`config.mk`:
```
export PLATFORM = sky130hd
export DESIGN_NAME = branch_resolve_unit_flat
export DESIGN_NICKNAME = d
export VERILOG_FILES = /design/src/rtl/branch_resolve_unit_if.sv /design/src/rtl/branch_resolve_unit.sv /design/src/flat_wrapper.sv
export SDC_FILE = /design/constraint.sdc
export NUM_CORES = 1
export LEC_CHECK = 0
export BUFFER_PORTS_ARGS = -buffer_cell sky130_fd_sc_hd__buf_2
export CAP_MARGIN = 15
export CORE_AREA = 2 2 212 214
export CTS_BUF_LIST = sky130_fd_sc_hd__clkbuf_4
export CTS_CLUSTER_DIAMETER = 30
export DETAILED_ROUTE_END_ITERATION = 10
export DIE_AREA = 0 0 214 216
export SLEW_MARGIN = 0
export SYNTH_ARGS = -nofsm -noshare
export SYNTH_HDL_FRONTEND = slang
export SYNTH_SLANG_ARGS = --single-unit
```
`constraint.sdc`:
```
create_clock -name clk -period 10.4 [get_ports clk]
set_input_delay 2.08 -clock clk [delete_from_list [all_inputs] [get_ports clk]]
set_output_delay 2.08 -clock clk [all_outputs]
set_load 0.01 [all_outputs]
```
`src/rtl/branch_resolve_unit_if.sv`:
```
// Handshake and status bundle between the decode/fetch side and the
// branch resolve unit. The master modport is the pipeline side and the
// slave modport is the branch resolve unit.
interface branch_resolve_unit_if;
    // Decode-side branch issue
    logic        bru_in_valid;
    logic        bru_in_ready;
    logic [63:0] bru_in_pc;
    logic [63:0] bru_in_imm;
    logic [6:0]  bru_in_opcode;
    logic        bru_in_pred_taken;
    logic        bru_cmp_result;

    // Fetch-side prediction lookup
    logic [63:0] bru_lookup_pc;
    logic        bru_lookup_taken;

    // Redirect back to fetch
    logic        bru_redirect_valid;
    logic        bru_redirect_ready;
    logic [63:0] bru_redirect_pc;
    logic        bru_flush;

    // Statistics
    logic [31:0] bru_branch_count;
    logic [31:0] bru_mispredict_count;

    modport master (
        output bru_in_valid, bru_in_pc, bru_in_imm, bru_in_opcode,
               bru_in_pred_taken, bru_cmp_result, bru_lookup_pc,
               bru_redirect_ready,
        input  bru_in_ready, bru_lookup_taken, bru_redirect_valid,
               bru_redirect_pc, bru_flush, bru_branch_count,
               bru_mispredict_count
    );

    modport slave (
        input  bru_in_valid, bru_in_pc, bru_in_imm, bru_in_opcode,
               bru_in_pred_taken, bru_cmp_result, bru_lookup_pc,
               bru_redirect_ready,
        output bru_in_ready, bru_lookup_taken, bru_redirect_valid,
               bru_redirect_pc, bru_flush, bru_branch_count,
               bru_mispredict_count
    );
endinterface

```
`src/rtl/branch_resolve_unit.sv`:
```
// Branch resolve unit: accepts one branch at a time from decode, resolves
// its direction and target, trains a table of 2-bit counters, and on a
// mispredict redirects fetch and then flushes the front end for a fixed
// number of cycles.
module branch_resolve_unit #(
    parameter int BHT_ENTRIES  = 16,
    parameter int FLUSH_CYCLES = 2
) (
    input logic                   clk,
    input logic                   reset,
    branch_resolve_unit_if.slave  bru
);

    localparam int IDX_W = $clog2(BHT_ENTRIES);
    localparam logic [6:0] OPC_BRANCH = 7'b1100011;

    typedef enum logic [1:0] {
        IDLE,
        RESOLVE,
        REDIRECT,
        FLUSH
    } state_e;

    state_e      state_q, state_d;
    logic [63:0] pc_q, pc_d;
    logic [63:0] imm_q, imm_d;
    logic [6:0]  opcode_q, opcode_d;
    logic        pred_q, pred_d;
    logic        cmp_q, cmp_d;
    logic [63:0] target_q, target_d;
    logic [3:0]  flush_cnt_q, flush_cnt_d;
    logic [31:0] branch_cnt_q, branch_cnt_d;
    logic [31:0] mispred_cnt_q, mispred_cnt_d;
    logic [1:0]  bht_q [BHT_ENTRIES];
    logic [1:0]  bht_d [BHT_ENTRIES];

    logic             is_br;
    logic             taken;
    logic             mispredict;
    logic [63:0]      target_calc;
    logic [IDX_W-1:0] upd_idx;
    logic [IDX_W-1:0] lookup_idx;
    logic             unused_lookup_bits;

    // Resolution of the latched branch; only consumed in RESOLVE.
    always_comb begin
        is_br       = (opcode_q == OPC_BRANCH);
        taken       = is_br & cmp_q;
        target_calc = taken ? (pc_q + imm_q) : (pc_q + 64'd4);
        mispredict  = (taken != pred_q);
        upd_idx     = pc_q[IDX_W+1:2];
        lookup_idx  = bru.bru_lookup_pc[IDX_W+1:2];
    end

    // Only the index bits of the lookup PC select a counter.
    assign unused_lookup_bits = ^{bru.bru_lookup_pc[63:IDX_W+2], bru.bru_lookup_pc[1:0]};

    // Next-state, latch, table training and counter logic.
    always_comb begin
        // NOTE: every _d gets its hold value first so no path through the
        // case below can leave a signal unassigned and infer a latch.
        state_d       = state_q;
        pc_d          = pc_q;
        imm_d         = imm_q;
        opcode_d      = opcode_q;
        pred_d        = pred_q;
        cmp_d         = cmp_q;
        target_d      = target_q;
        flush_cnt_d   = flush_cnt_q;
        branch_cnt_d  = branch_cnt_q;
        mispred_cnt_d = mispred_cnt_q;
        bht_d         = bht_q;

        case (state_q)
            IDLE: begin
                if (bru.bru_in_valid) begin
                    pc_d     = bru.bru_in_pc;
                    imm_d    = bru.bru_in_imm;
                    opcode_d = bru.bru_in_opcode;
                    pred_d   = bru.bru_in_pred_taken;
                    cmp_d    = bru.bru_cmp_result;
                    state_d  = RESOLVE;
                end
            end

            RESOLVE: begin
                target_d = target_calc;
                if (is_br) begin
                    if (taken) begin
                        if (bht_q[upd_idx] != 2'b11) bht_d[upd_idx] = bht_q[upd_idx] + 2'd1;
                    end else begin
                        if (bht_q[upd_idx] != 2'b00) bht_d[upd_idx] = bht_q[upd_idx] - 2'd1;
                    end
                    if (branch_cnt_q != 32'hFFFF_FFFF) branch_cnt_d = branch_cnt_q + 32'd1;
                end
                state_d = mispredict ? REDIRECT : IDLE;
            end

            REDIRECT: begin
                if (bru.bru_redirect_ready) begin
                    if (mispred_cnt_q != 32'hFFFF_FFFF) mispred_cnt_d = mispred_cnt_q + 32'd1;
                    flush_cnt_d = 4'(FLUSH_CYCLES);
                    state_d     = FLUSH;
                end
            end

            FLUSH: begin
                if (flush_cnt_q <= 4'd1) begin
                    flush_cnt_d = 4'd0;
                    state_d     = IDLE;
                end else begin
                    flush_cnt_d = flush_cnt_q - 4'd1;
                end
            end

            default: state_d = IDLE;
        endcase
    end

    // State register; reset wins over any handshake in flight.
    always_ff @(posedge clk) begin
        if (reset) begin
            state_q       <= IDLE;
            pc_q          <= '0;
            imm_q         <= '0;
            opcode_q      <= '0;
            pred_q        <= 1'b0;
            cmp_q         <= 1'b0;
            target_q      <= '0;
            flush_cnt_q   <= '0;
            branch_cnt_q  <= '0;
            mispred_cnt_q <= '0;
            // NOTE: the table is built from flops, not a RAM, so it can be
            // (and must be) reset to weakly not-taken on every entry.
            for (int i = 0; i < BHT_ENTRIES; i++) begin
                bht_q[i] <= 2'b01;
            end
        end else begin
            // NOTE: non-blocking so every flop samples the pre-edge value.
            state_q       <= state_d;
            pc_q          <= pc_d;
            imm_q         <= imm_d;
            opcode_q      <= opcode_d;
            pred_q        <= pred_d;
            cmp_q         <= cmp_d;
            target_q      <= target_d;
            flush_cnt_q   <= flush_cnt_d;
            branch_cnt_q  <= branch_cnt_d;
            mispred_cnt_q <= mispred_cnt_d;
            bht_q         <= bht_d;
        end
    end

    // Outputs decoded from the registered state; lookup reads the
    // registered table so a same-cycle update is not forwarded.
    always_comb begin
        bru.bru_in_ready         = (state_q == IDLE);
        bru.bru_redirect_valid   = (state_q == REDIRECT);
        bru.bru_redirect_pc      = (state_q == REDIRECT) ? target_q : 64'd0;
        bru.bru_flush            = (state_q == FLUSH);
        bru.bru_lookup_taken     = bht_q[lookup_idx][1];
        bru.bru_branch_count     = branch_cnt_q;
        bru.bru_mispredict_count = mispred_cnt_q;
    end

endmodule

```
`src/flat_wrapper.sv`:
```
// flat-port wrapper written by rule: the top's interface ports become plain ports
module branch_resolve_unit_flat 
#(
    parameter int BHT_ENTRIES  = 16,
    parameter int FLUSH_CYCLES = 2
)
  (clk, reset, bru_bru_in_valid, bru_bru_in_pc, bru_bru_in_imm, bru_bru_in_opcode, bru_bru_in_pred_taken, bru_bru_cmp_result, bru_bru_lookup_pc, bru_bru_redirect_ready, bru_bru_in_ready, bru_bru_lookup_taken, bru_bru_redirect_valid, bru_bru_redirect_pc, bru_bru_flush, bru_bru_branch_count, bru_bru_mispredict_count);
  branch_resolve_unit_if bru_i ();
  input logic clk;
  input logic reset;
  input wire logic [$bits(bru_i.bru_in_valid)-1:0] bru_bru_in_valid;
  input wire logic [$bits(bru_i.bru_in_pc)-1:0] bru_bru_in_pc;
  input wire logic [$bits(bru_i.bru_in_imm)-1:0] bru_bru_in_imm;
  input wire logic [$bits(bru_i.bru_in_opcode)-1:0] bru_bru_in_opcode;
  input wire logic [$bits(bru_i.bru_in_pred_taken)-1:0] bru_bru_in_pred_taken;
  input wire logic [$bits(bru_i.bru_cmp_result)-1:0] bru_bru_cmp_result;
  input wire logic [$bits(bru_i.bru_lookup_pc)-1:0] bru_bru_lookup_pc;
  input wire logic [$bits(bru_i.bru_redirect_ready)-1:0] bru_bru_redirect_ready;
  output wire logic [$bits(bru_i.bru_in_ready)-1:0] bru_bru_in_ready;
  output wire logic [$bits(bru_i.bru_lookup_taken)-1:0] bru_bru_lookup_taken;
  output wire logic [$bits(bru_i.bru_redirect_valid)-1:0] bru_bru_redirect_valid;
  output wire logic [$bits(bru_i.bru_redirect_pc)-1:0] bru_bru_redirect_pc;
  output wire logic [$bits(bru_i.bru_flush)-1:0] bru_bru_flush;
  output wire logic [$bits(bru_i.bru_branch_count)-1:0] bru_bru_branch_count;
  output wire logic [$bits(bru_i.bru_mispredict_count)-1:0] bru_bru_mispredict_count;
  assign bru_i.bru_in_valid = bru_bru_in_valid;
  assign bru_i.bru_in_pc = bru_bru_in_pc;
  assign bru_i.bru_in_imm = bru_bru_in_imm;
  assign bru_i.bru_in_opcode = bru_bru_in_opcode;
  assign bru_i.bru_in_pred_taken = bru_bru_in_pred_taken;
  assign bru_i.bru_cmp_result = bru_bru_cmp_result;
  assign bru_i.bru_lookup_pc = bru_bru_lookup_pc;
  assign bru_i.bru_redirect_ready = bru_bru_redirect_ready;
  assign bru_bru_in_ready = bru_i.bru_in_ready;
  assign bru_bru_lookup_taken = bru_i.bru_lookup_taken;
  assign bru_bru_redirect_valid = bru_i.bru_redirect_valid;
  assign bru_bru_redirect_pc = bru_i.bru_redirect_pc;
  assign bru_bru_flush = bru_i.bru_flush;
  assign bru_bru_branch_count = bru_i.bru_branch_count;
  assign bru_bru_mispredict_count = bru_i.bru_mispredict_count;
  branch_resolve_unit #(.BHT_ENTRIES(BHT_ENTRIES), .FLUSH_CYCLES(FLUSH_CYCLES)) u_core (.clk(clk), .reset(reset), .bru(bru_i));
endmodule
```
# Yosys cells after proc, flatten, opt, wreduce, memory -nomap -nowiden
# Cells that the tools add are included.
dict set report totals {
  regBits 303
  inputBits 205
  word_cells 86
}
dict set report op_classes {
  add_sub_neg 7
  n_lt_le_gt_ge 4
  n_eq_ne 12
  n_mux 23
  bitwise 3
  reduce_logical 11
}
# op count
set ops {}
lappend ops {{2-to-1 mux 64 bit} 2}
lappend ops {{2-to-1 mux 32 bit} 3}
lappend ops {{adder 32 x 1 -> 32 bit, second input constant} 2}
lappend ops {{adder 64 x 3 -> 64 bit, second input constant} 1}
lappend ops {{adder 64 bit} 1}
lappend ops {{bitwise mux 32 bit} 2}
lappend ops {{!= test 32 bit, second input constant} 2}
lappend ops {{2-to-1 mux 2 bit} 9}
lappend ops {{binary-select mux 2 bit (select 4 bit)} 2}
lappend ops {{>= comparator 5 bit, second input constant} 2}
lappend ops {{NOT 4 -> 5 bit} 2}
lappend ops {{AND reduction 3 bit} 3}
lappend ops {{demux 2 bit (select 4 bit)} 1}
lappend ops {{2-to-1 mux 4 bit} 2}
lappend ops {{!= test 2 bit, second input constant} 4}
lappend ops {{one-hot mux 2 bit (4 select lines)} 1}
lappend ops {{one-hot mux 4 bit (2 select lines)} 1}
lappend ops {{== test 7 bit, second input constant} 1}
lappend ops {{nonzero test 2 bit} 3}
lappend ops {{< comparator 5 x 1 -> 1 bit, second input constant} 1}
lappend ops {{== test 2 bit, second input constant} 2}
lappend ops {{<= comparator 4 x 1 -> 1 bit, second input constant} 1}
lappend ops {{AND reduction 2 bit} 2}
lappend ops {{AND reduction 4 bit} 1}
lappend ops {{other kinds (9)} 9}

# Depth between registers and ports, before layout
dict set report depth {
  ltp_word 8
  mapped_depth 14
  mapped_depth_nobuf 12
}

# Least setup slack after synthesis
# Ideal clock, no wire load.
dict set report synth_timing {
  path_kind {input to output}
  startpoint {in bru_bru_lookup_pc[2]}
  endpoint {out bru_bru_lookup_taken}
  arrival_time_ps 3044
  t_required_ps 8320
  setup_slack_ps 5276
  path_stages 2
  path_buffers 0
  path_cell_list {mux4_2 > mux4_2}
}
dict set report synth_between {
  elab_chain_len 4
}
# item line
set synth_lines {}
lappend synth_lines {{from (decl)} flat_wrapper.sv:17} ;# input wire logic [$bits(bru_i.bru_lookup_pc)-1:0] bru_bru_lookup_pc;
lappend synth_lines {{NOT 4 -> 5 bit (not written as such)} branch_resolve_unit.sv:161} ;# bru.bru_lookup_taken = bht_q[lookup_idx][1];
lappend synth_lines {{binary-select mux 2 bit (select 4 bit)} branch_resolve_unit.sv:161}
lappend synth_lines {{2-to-1 mux 2 bit (not written as such) (2 in series)} branch_resolve_unit.sv:161}
lappend synth_lines {{to (decl)} flat_wrapper.sv:20} ;# output wire logic [$bits(bru_i.bru_lookup_taken)-1:0] bru_bru_lookup_taken;
# Every way passes these cells. The select of a mux whose other input is x is not followed.

# Worst setup path after layout
# Ends and elaborated chain as after synthesis.

==> flow_summary.json <==
{
  "layout_worst_path_cycle_share_pct": 53.0,
  "die_width_um": 214,
  "share_of_post_route_cells_with_drive_strength_above_1_pct": 18.8,
  "reg2reg_slack_ns": 5.88,
  "firstDrtPassIters": 5,
  "totalNegativeSetupSlack_ns": 0,
  "outcome": "completed",
  "cts.hold.buffers_added": 0,
  "post_cts_resize_count": 0,
  "die-height_um": 216,
  "gpl.final_weighted_congestion": 0.856,
  "post_layout_nonfiller_instances": 3183,
  "yosysSeqAreaShare_pct": 34.7,
  "skew_ns": 0.0491,
  "rows": 77,
  "reg2reg_depth": 11,
  "synthToLayoutAreaGrowth_pct": 16.3,
  "swShare_pct": 28.9,
  "finalHoldViolCount": 0,
  "ioPinCount": 337,
  "post-place-cells": 3021,
  "cts-htree-levels": 3,
  "cp_num_buf_inv": 2,
  "drv_slew": 0,
  "yosysWarnings": 0,
  "number_of_antenna_violations_at_the_first_check_in_global_routing": 1,
  "timing.critical_path.fanout_max": 4,
  "detailedPlacementHpwl_mm": 38.0,
  "insertion_delay_to_the_later_sink_of_the_worst_skew_pair_ns": 0.78,
  "postCtsSetupBuffers": 0,
  "power.combinational.fraction_pct": 12.0,
  "postSynthRegisterBits": 303,
  "holdCritStartpoint": "u_core.target_q[13]",
  "hold-path-cell-count": 2,
  "synth_area_leaders": "sky130_fd_sc_hd__dfxtp_1, sky130_fd_sc_hd__nand2_1, sky130_fd_sc_hd__a21oi_1",
  "clock-root-buffer": "sky130_fd_sc_hd__clkbuf_4",
  "total_global_routing_track_utilization_pct": 22.5,
  "detail_route.iter0.violations": 1086,
  "cts_buffers": 92,
  "routed_wirelength_mm": 53.1,
  "cts.sink_count": 303,
  "die_area_um2": 46200,
  "critical_path_required_ns": 8.32,
  "worst-slew-pin-transition_ns": 1.01,
  "grt_overflow": 0,
  "critPathTopFamily": "multiplexers",
  "min_to": "u_core.target_q[13]",
  "synth.most_common_cell": "sky130_fd_sc_hd__nand2_1",
  "async_set_reset_flop_share_out_of_synthesis_pct": 0,
  "finalWorstPathRequiredPeriod_ns": 5.52,
  "clkTransAtPathRegs_ns": 0.06,
  "max-clock-path-buffers": 3,
  "wire_per_inst_um": 16.7,
  "syn_avg_cell_area_um2": 7.70,
  "max_cap_violations": 0,
  "synth_top_area_cell": "sky130_fd_sc_hd__dfxtp_1",
  "fmax_mhz": 181,
  "cts_tree": "done",
  "synth_commonest_cells": "sky130_fd_sc_hd__nand2_1, sky130_fd_sc_hd__dfxtp_1, sky130_fd_sc_hd__a21oi_1",
  "synth-edff-count": 0,
  "routed-via-count": 17035,
  "route.detailed.drc": 0,
  "layout.nets": 2802,
  "synth_top_area_share_pct": 34.7,
  "r2r-end": "u_core.target_q[58]",
  "grt_pass1_vias": 16649,
  "power_density_nw_per_um2": 134,
  "design.core.area_um2": 43800,
  "drtAntennaViolNets": 0,
  "post_synth_net_total": 2549,
  "critPathCaptureType": "primary output",
  "net-switching-power_uw": 784,
  "timing_worst_setup_path_type": "in2out",
  "grt_pass1_wl_mm": 85.3,
  "setup_viol_count_final": 0,
  "seqPwrFrac_pct": 46.2,
  "timing.critical_path.from_type": "input port",
  "crit_reg_reg_startpoint": "u_core.pc_q[2]",
  "slowest_stage": "sky130_fd_sc_hd__mux4_2",
  "critical_path.cell_chain": "buf_2 -> mux4_2 -> mux4_2 -> buf_2",
  "post_synthesis_cell_area_um2": 17500,
  "internal_power_uw": 1930,
  "postSynth.topFlopCell": "sky130_fd_sc_hd__dfxtp_1",
  "grt_setup_unrepaired": "no",
  "crit_path_max_incr_delay_ns": 0.54,
  "min_path_type": "reg2reg",
  "filler_cell_count": 4488,
  "routed_via_density": 5.35,
  "maximum_number_of_pins_on_one_net_before_global_route_repair": 114,
  "placement.io_buffers": 276,
  "power_frac_clock_pct": 41.8,
  "initial_core_util_pct": 39.9,
  "cellLeakagePower_uw": 0.00866,
  "synth.distinct_cells": 90,
  "max_slew_margin_pct": 32.4,
  "netlist_instances": 2270,
  "vdd_ir_drop_max_v": 0.0000754,
  "critical_path_arrival_ns": 3.44
}
-- routing by layer --
metal / track usage, % / routed length, µm / up-vias
met1: 29.5 / 24300 / 7972
li1: - / - / 8460
met2: 36.3 / 23900 / 520
met3: 4.92 / 3410 / 83
met4: 8.51 / 1400 / 0
met5: 0 / 0 / -
-- worst reg2reg max path: stages, from the launching register on --
cell                       delay (ns)
sky130_fd_sc_hd__dfxtp_1         0.89
sky130_fd_sc_hd__ha_1            0.44
sky130_fd_sc_hd__a211oi_1        0.36
sky130_fd_sc_hd__o21ai_0         0.26
sky130_fd_sc_hd__a21oi_2         0.38
sky130_fd_sc_hd__o211ai_1        0.22
sky130_fd_sc_hd__a32oi_1         0.49
sky130_fd_sc_hd__a21oi_1         0.29
sky130_fd_sc_hd__a21oi_1         0.54
sky130_fd_sc_hd__mux2i_1         0.27
sky130_fd_sc_hd__nand2_1         0.07
sky130_fd_sc_hd__a22o_1          0.23
-- area by class of cell --
type	count	area (µm²)	share of cell area [%]
multi-input cells	1805	10800	53.0
flip-flops and latches	303	6070	29.9
repair buffers	289	1490	7.32
clock buffers	123	923	4.54
well taps	592	741	3.65
clock inverters	38	218	1.07
inverters	32	120	0.591
diodes	1	2.50	0.0123
-- flip-flops by register name (all words and copies together) (netlist names), named ones only --
| name | flops |
|---|---|
| u_core.imm_q | 64 |
| u_core.state_q | 1 |
| u_core.opcode_q | 7 |
| u_core.bru.bru_branch_count | 32 |
| u_core.bht_q | 16 |
| u_core.bru.bru_mispredict_count | 32 |
| u_core.pred_q | 1 |
| u_core.cmp_q | 1 |
| u_core.pc_q | 64 |
| u_core.target_q | 64 |
| u_core.flush_cnt_q | 4 |
-- power groups by stage --
stage          sequential (µW)  clock, µW  combinational [µW]
5_1_grt                   1260       1250                 367
2_1_floorplan             1260          0                 245
3_5_place_dp              1280          0                 326
3_3_place_gp              1280          0                 322
6_report                  1250       1130                 327
4_1_cts                   1250       1180                 328
-- kinds of logic (layout without fill, tap and decap cells) --
kind of cell	Yosys count	in the layout	synth area share [%]
xor gates and xnor gates	166	166	8.32
adders and majority gates	74	74	5.34
AOI/OAI and AO/OA	556	556	19.6
and+or+nand+nor	986	986	25.8
muxes	23	23	2.33
DFF	303	303	34.7
other	0	1	0
buffers and inverters	162	482	3.87
-- stage by stage --
stage / hold WS [ns] / util [%] / instance area (µm²) / power, µW / worst slack, ns
2_1_floorplan: 0.417 / - / 17500 / 1500 / 5.28
3_3_place_gp: 0.442 / 43.7 / 19200 / 1600 / 4.89
3_5_place_dp: 0.444 / 43.7 / 19200 / 1600 / 4.87
4_1_cts: 0.454 / 46.3 / 20300 / 2760 / 4.87
5_1_grt: 0.470 / 46.3 / 20300 / 2870 / 4.85
6_report: 0.449 / 46.3 / 20300 / 2720 / 4.88
-- how the worst max path moves through the flow --
stage	from	to	slack (ns)	depth (start not counted)
after global routing	bru_bru_lookup_pc[2]	bru_bru_lookup_taken	4.85	4
after global placement	bru_bru_lookup_pc[2]	bru_bru_lookup_taken	4.89	4
after detailed placement	bru_bru_lookup_pc[2]	bru_bru_lookup_taken	4.87	4
after CTS	bru_bru_lookup_pc[2]	bru_bru_lookup_taken	4.87	4
after floorplan	bru_bru_lookup_pc[2]	bru_bru_lookup_taken	5.28	2
final	bru_bru_lookup_pc[2]	bru_bru_lookup_taken	4.88	4
-- placed cells by master (no fill, tap or decap), types with 7 or more instances in the layout --
cell / instances
sky130_fd_sc_hd__buf_2: 275
sky130_fd_sc_hd__o22ai_1: 9
sky130_fd_sc_hd__mux2i_1: 8
sky130_fd_sc_hd__ha_1: 73
sky130_fd_sc_hd__nand4_1: 37
sky130_fd_sc_hd__nor2_1: 160
sky130_fd_sc_hd__clkinv_1: 21
sky130_fd_sc_hd__a211oi_1: 12
sky130_fd_sc_hd__nor3_1: 26
sky130_fd_sc_hd__and3_1: 27
sky130_fd_sc_hd__clkinv_2: 12
sky130_fd_sc_hd__nand2_1: 499
sky130_fd_sc_hd__o21bai_1: 16
sky130_fd_sc_hd__nand3_1: 80
sky130_fd_sc_hd__xor2_1: 80
sky130_fd_sc_hd__a31oi_1: 9
sky130_fd_sc_hd__xnor2_1: 86
sky130_fd_sc_hd__o211ai_1: 52
sky130_fd_sc_hd__and2_1: 79
sky130_fd_sc_hd__nor4_1: 7
sky130_fd_sc_hd__clkbuf_4: 123
sky130_fd_sc_hd__and4_1: 16
sky130_fd_sc_hd__mux4_2: 14
sky130_fd_sc_hd__o21ai_0: 60
sky130_fd_sc_hd__a21oi_1: 290
sky130_fd_sc_hd__a21o_1: 27
sky130_fd_sc_hd__a22oi_1: 11
sky130_fd_sc_hd__dfxtp_1: 303
sky130_fd_sc_hd__or3_1: 15
sky130_fd_sc_hd__buf_4: 13
sky130_fd_sc_hd__nor2b_1: 7
sky130_fd_sc_hd__inv_1: 30
Note: power is estimated with default switching activity, not from simulation.
